[src/rtl/cpu_result_capture.sv]
// cpu_result_capture: arms on start, captures {over, outsel, result} samples into a show-ahead FIFO.
// Optional macro CAP_TIMESTAMP_EN stores a free-running cycle timestamp with each entry (rd_ts).
module cpu_result_capture #(
    parameter int DW    = 32,
    parameter int DEPTH = 16,
    parameter int CW    = 8,
    parameter int TSW   = 16
) (
    input  logic                       clk,
    input  logic                       rst_n,
    input  logic                       start,
    input  logic [CW-1:0]              num_samples,
    input  logic                       stop,
    input  logic                       oen,
    input  logic [2:0]                 outsel,
    input  logic [DW-1:0]              result,
    input  logic                       over,
    output logic                       rd_valid,
    input  logic                       rd_ready,
    output logic [DW-1:0]              rd_result,
    output logic                       rd_over,
    output logic [2:0]                 rd_sel,
`ifdef CAP_TIMESTAMP_EN
    output logic [TSW-1:0]             rd_ts,
`endif
    output logic                       busy,
    output logic                       done,
    output logic [CW-1:0]              dropped,
    output logic [$clog2(DEPTH):0]     level
);
    localparam int AW = $clog2(DEPTH);
    localparam int LW = AW + 1;
`ifdef CAP_TIMESTAMP_EN
    localparam int EW = DW + 4 + TSW;
`else
    localparam int EW = DW + 4;
`endif

    typedef enum logic [1:0] {IDLE, ARMED, DONE} state_t;

    state_t        state;
    logic [CW-1:0] remaining;
    logic [EW-1:0] mem [DEPTH];
    logic [AW-1:0] wr_ptr, rd_ptr;
    logic [EW-1:0] entry, head;
    logic          offer, push, pop, full;

`ifdef CAP_TIMESTAMP_EN
    logic [TSW-1:0] ts;
    always_ff @(posedge clk or negedge rst_n)
        if (!rst_n) ts <= '0;
        else        ts <= ts + 1'b1;
    assign entry = {ts, over, outsel, result};
    assign rd_ts = head[EW-1 -: TSW];
`else
    assign entry = {over, outsel, result};
`endif

    assign offer    = state == ARMED && oen;
    assign full     = level == LW'(DEPTH);
    assign pop      = rd_valid && rd_ready;
    // A pop in the same cycle frees the slot a full FIFO would otherwise lack.
    assign push     = offer && (!full || pop);
    assign rd_valid = level != '0;
    // Gating the head keeps rd_* at zero after reset even though storage is not cleared.
    assign head     = rd_valid ? mem[rd_ptr] : '0;
    assign {rd_over, rd_sel, rd_result} = head[DW+3:0];
    assign busy     = state == ARMED;
    assign done     = state == DONE;

    always_ff @(posedge clk or negedge rst_n) begin
        if (!rst_n) begin
            state     <= IDLE;
            remaining <= '0;
            dropped   <= '0;
        end else begin
            case (state)
                ARMED: begin
                    if (offer && !push && dropped != '1) dropped <= dropped + 1'b1;
                    if (offer && remaining != '0) remaining <= remaining - 1'b1;
                    if ((offer && remaining == CW'(1)) || stop) state <= DONE;
                end
                default: begin
                    if (start) begin
                        state     <= ARMED;
                        remaining <= num_samples;
                        dropped   <= '0;
                    end
                end
            endcase
        end
    end

    always_ff @(posedge clk or negedge rst_n) begin
        if (!rst_n) begin
            wr_ptr <= '0;
            rd_ptr <= '0;
            level  <= '0;
        end else begin
            if (push) wr_ptr <= wr_ptr + 1'b1;
            if (pop)  rd_ptr <= rd_ptr + 1'b1;
            if (push && !pop)      level <= level + 1'b1;
            else if (pop && !push) level <= level - 1'b1;
        end
    end

    always_ff @(posedge clk)
        if (push) mem[wr_ptr] <= entry;

endmodule
[config.mk]
export PLATFORM = sky130hd
export DESIGN_NAME = cpu_result_capture
export DESIGN_NICKNAME = d
export VERILOG_FILES = /design/src/rtl/cpu_result_capture.sv
export SDC_FILE = /design/constraint.sdc
export NUM_CORES = 1
export LEC_CHECK = 0
export BUFFER_PORTS_ARGS = -buffer_cell sky130_fd_sc_hd__buf_2
export CAP_MARGIN = 20
export CELL_PAD_IN_SITES_DETAIL_PLACEMENT = 1
export CELL_PAD_IN_SITES_GLOBAL_PLACEMENT = 2
export CORE_ASPECT_RATIO = 2
export CORE_MARGIN = 2
export CORE_UTILIZATION = 52
export DETAILED_ROUTE_END_ITERATION = 8
export PLACE_DENSITY_LB_ADDON = 0.1
export SLEW_MARGIN = 25
export SYNTH_ARGS = -nofsm -noshare
export SYNTH_HDL_FRONTEND = slang
export SYNTH_SLANG_ARGS = --single-unit
[constraint.sdc]
create_clock -name clk -period 7.75 [get_ports clk]
set_clock_uncertainty 0.05 [all_clocks]
set_input_delay 1.55 -clock clk [delete_from_list [all_inputs] [get_ports clk]]
set_output_delay 1.55 -clock clk [all_outputs]
set_load 0.1 [all_outputs]
======== After elaboration in Yosys (flattened, before gate mapping) ========
Memory sizes are Yosys's and may differ from the RTL's.
Cells that the tools add are included.
W data, S select, Z words.
cells by class
  equal/unequal tests ..................... 8
  reductions and logical operators ........ 21
  muxes and demuxes ....................... 14
  add/subtract/negate cells ............... 6
operators with widths
  kind                   count
  $mux W8                6
  $mux W36               1
  $mux W5                2
  $logic_and A1 B1 Y1    9
  $add A4 B1 Y4 const B  2
  $add A8 B1 Y8 const B  1
  $eq A8 B1 Y1 const B   1
  $ne A8 B8 Y1 const B   1
  $reduce_bool A8 Y1     1
  $sub A8 B1 Y8 const B  1
  $mux W2                3
  $ne A2 B1 Y1 const B   3
  $reduce_and A2 Y1      3
  $add A5 B1 Y5 const B  1
  $eq A5 B5 Y1 const B   1
  $reduce_bool A5 Y1     1
  $sub A5 B1 Y5 const B  1
  $reduce_bool A2 Y1     2
  $logic_not A1 Y1       3
  $eq A2 B1 Y1 const B   1
  $eq A2 B2 Y1 const B   1
  $logic_or A1 B1 Y1     2
  $mux W1                2
word-level totals
  RAM bits ................................ 576
  memories kept ........................... 1
  input port bits ......................... 50
  flip-flop bits (word level) ............. 31
  output and inout bits ................... 52
memories
  memory  words  bits a word  read ports  clocked after memory_dff  wr ports  line  text
  mem     16     36           1           0                         1         43    logic [EW-1:0] mem [DEPTH];

======== Longest topological paths before layout ========
  depth after elaboration ................. 9
  mapped depth ............................ 13

======== Worst setup path before layout ========
OpenSTA, ideal clock, no wires.
  path kind ............................... register -> output
  start ................................... register level[1]
  end ..................................... output rd_result[10]
  slack ................................... 2114 ps
  cell stages (with the launch flop) ...... 6
  path buffers ............................ 1
  arrival time ............................ 4036 ps
  cells stage by stage .................... dfrtp_1 -> nor4_2 -> nand2b_1 -> nand2_1 -> clkbuf_1 -> o22ai_1
between the ends
  longest elaborated chain between the ends .. 2
ends and longest elaborated chain
  what                    line  text
  start, declared         29    output logic [$clog2(DEPTH):0] level
  start signal, assigned  102   if (push && !pop) level <= level + 1'b1;
  start signal, assigned  103   else if (pop && !push) level <= level - 1'b1;
  $reduce_bool A5 Y1      64    assign rd_valid = level != '0;
  net rd_valid            18    output logic rd_valid,
  $mux W36                66    assign head = rd_valid ? mem[rd_ptr] : '0;
  end, declared           20    output logic [DW-1:0] rd_result,
The timed path passes the listed nets, and every way through them passes these cells.

======== Worst setup path after layout ========
  start ................................... register rd_ptr[0]
  end ..................................... output rd_result[7]
between the ends
  longest elaborated chain between the ends .. 2
ends and longest elaborated chain
  what                    line  text
  start, declared         44    logic [AW-1:0] wr_ptr, rd_ptr;
  start signal, assigned  101   if (pop) rd_ptr <= rd_ptr + 1'b1;
  $mem_v2 Z16 W36         --
  $mux W36                66
No other way between the ends.

==> results.md <==
- # DRC: 0
- Clk sink count: 607
- Switching pwr: 4346 uW
- R2R cell count: 7
- Asr flop ratio synth: 0.05107
- Sequential share of the synthesized area: 0.7657
- Worst-path clk slew: 0.06 ns
- TritonCTS clock tree: built
- Filler cells: 3746
- DR WL/cell: 29.95 um
- Global Route Usage Sum: 0.2393
- TNS Setup: 0 ns
- Met1 Use GR: 0.3013
- Worst EP required: 6.15 ns
- Sequential share of power: 0.373
- Number of hold buffers added after cts: 0
- Period minus WS final: 5.186 ns
- Setup Crit Path Kind: reg -> out
- CP max-delay cell: dfrtp_4
- Syn_nets: 1158
- Multi-input gate area: 5351 sq um
- Most common cell after layout, fill and taps aside: edfxtp_1
- Share of layout cells above drive strength 1: 0.2971
- Synth Instances: 1094
- Worst-Skew Late Latency: 0.57 ns
- Critical Path Start: rd_ptr[0]
- DP HPWL: 28.37 mm
- Worst-path cell chain: buf_4 -> mux4_2 -> mux2i_1 -> o22ai_1 -> buf_2
- Reg area: 18080 sq um
- Post_cts resized: 0
- Number of global-route vias before repair: 12420
- Placed Instances: 1724
- Row count: 110
- RSZ-0062 raised after global routing: false
- Num CTS Buffers: 52
- Chip width: 154.6 um
- Worst setup path end: rd_result[7]
- I/O Buffers: 101
- Htree depth: 2
- Starting density of the core: 0.5260
- WHS: 0.4569 ns
- Worst Path Arrival: 3.59 ns
- Global route hottest layer: met2
- Antenna-violating nets left: 0
- IO Pins: 102
- Worst flop-to-flop path endpoint: mem[15][30]
- First-pass GRT wire length: 81.59 mm
- Final Max Tran Viols: 0
- GPL Wtd Cong: 0.7204
- Achievable Freq: 192.8 MHz
- Layout net count: 1282
- Top FF cell, synth: edfxtp_1
- Initial antenna violation count: 3
- Root Driver: clkbuf_16
- Final WL: 54.51 mm
- Clock buffer depth: 3
- CP peak stage delay: 0.86 ns
- Max-cap viol count: 0
- Die footprint: 47210 sq um
- Hold Path Class: reg -> reg
- Reg2reg start: state[1]
- Finished Layout Cells: 1820
- Synthesized area: 23600 sq um
- Comb pwr share: 0.388
- Largest net degree at the start of global routing: 78
- Mean post-synth cell area: 21.57 sq um
- Worst setup margin: 2.564 ns
- DR iter-0 viols: 790
- Period Utilization, post-route: 0.6691
- CP endpoint kind: output pin
- Clock share of power: 0.239
- Final Hold Fails: 0
- Leading cell types in the layout, fill and taps excluded: edfxtp_1, mux4_2, buf_2
- Startpoint class of the critical path: flop
- R2R setup slack: 3.74 ns
- Final setup vio count: 0
- Status: finished, final reports clean
- GR Layer Usage met2: 0.4312
- Pint: 6506 uW
- Synth-to-layout area growth: 12.72%
- Register bit total from synthesis: 607
- Slew headroom: 0.3310
- Core Area: 44870 sq um
- Initial DRT Pass Iterations: 5
- Static leakage: 0.008744 uW
- Post-CTS setup buffer count: 0
- Ys Warns: 0
- DR vias/cell: 6.215
- Net Sw Frac: 0.4005
- Post-place setup slack: 3.060 ns
- Unique masters post-synth: 47
- Met3 usage: 0.03176
- Worst-Margin Slew: 1.001 ns
- Pwr per Cell Area: 407.9 nW/um^2
- Chip Height: 305.3 um
- Crit path max fanout: 39
- Maximum vdd drop: 0.4024 mV
- Overall via count from detail_route: 11310
- Post-synth EDFFs: 576
- GRT overflow: 0
logic make-up after synthesis:
logic type | synth area share
flops | 0.7657
xor+xnor | 0.004082
simple gates | 0.02009
buf+inv | 0.01240
mux | 0.1688
fa+ha+maj | 0.007740
compound gates | 0.02110
metrics by stage:
stage               utilization  total power (uW)  cell area [sq um]
floorplan                     -              7447              23600
global placement         0.5550              8330              24900
detailed placement       0.5557              8399              24930
CTS                      0.5929             10990              26600
global route             0.5929             11260              26600
finish                   0.5929             10850              26600
cell usage after synthesis (all sizes together), types with 5 or more instances:
library cell  number  area [sq um]
nor3               6         30.03
a21oi              6         30.03
mux2i             73         730.7
nand2b             6         37.54
o21ai             17         85.08
xnor2              9         78.83
clkbuf            31         116.4
edfxtp           576         17300
inv               12         45.04
dfrtp             31         775.7
buf               26         126.4
nor2              22         82.58
o22ai             37         231.5
mux4             144          3243
ha                13         162.7
o211ai             5         37.54
nand3             17         85.08
nand2             25         96.35
how the worst min path moves through the flow:
stage / from / end / slack (ns) / cells after the start
floorplan: rd_ptr[3] / rd_ptr[3] / 0.40 / 1
global placement: rd_ptr[3] / rd_ptr[3] / 0.44 / 1
detailed placement: rd_ptr[3] / rd_ptr[3] / 0.45 / 1
CTS: rd_ptr[3] / rd_ptr[3] / 0.46 / 1
global route: level[4] / level[4] / 0.50 / 1
finish: rd_ptr[3] / rd_ptr[3] / 0.46 / 1
state kept, by name, indices dropped and copies added (netlist names):
register / flops
state: 2
remaining: 8
dropped: 8
level: 5
rd_ptr: 4
mem: 576
wr_ptr: 4
worst max-delay path: cells and delay by family, from the launching register on:
kind	cells	cell delay, ns
buf+inv	2	1.14
mux	2	0.80
flops	1	0.86
compound gates	1	0.17
per-layer routing:
metal  share of wire  routed length, um  vias up
met2            0.54              29640      336
met3           0.047               2545       96
li1                -                  -     4823
met5         0.00050                 27        -
met1            0.38              20810     6053
met4           0.027               1481        4
area by class of cell:
cell class | count | share of cell area
timing repair buffer | 127 | 0.02803
tap | 560 | 0.02634
clock buffer | 64 | 0.05140
antenna | 1 | 0.00009406
inverter | 13 | 0.001881
multi-input combinational | 417 | 0.2011
sequential | 607 | 0.6797
clock inverter | 31 | 0.01138
power groups by stage:
| stage | clock network, uW | registers (uW) | logic (uW) |
|---|---|---|---|
| 5_1_grt | 2750 | 4080 | 4440 |
| 3_3_place_gp | 0 | 4160 | 4170 |
| 4_1_cts | 2650 | 4050 | 4280 |
| 6_report | 2590 | 4050 | 4210 |
| 3_5_place_dp | 0 | 4130 | 4270 |
| 2_1_floorplan | 0 | 4050 | 3390 |
Note: power is estimated with default switching activity, not from simulation.
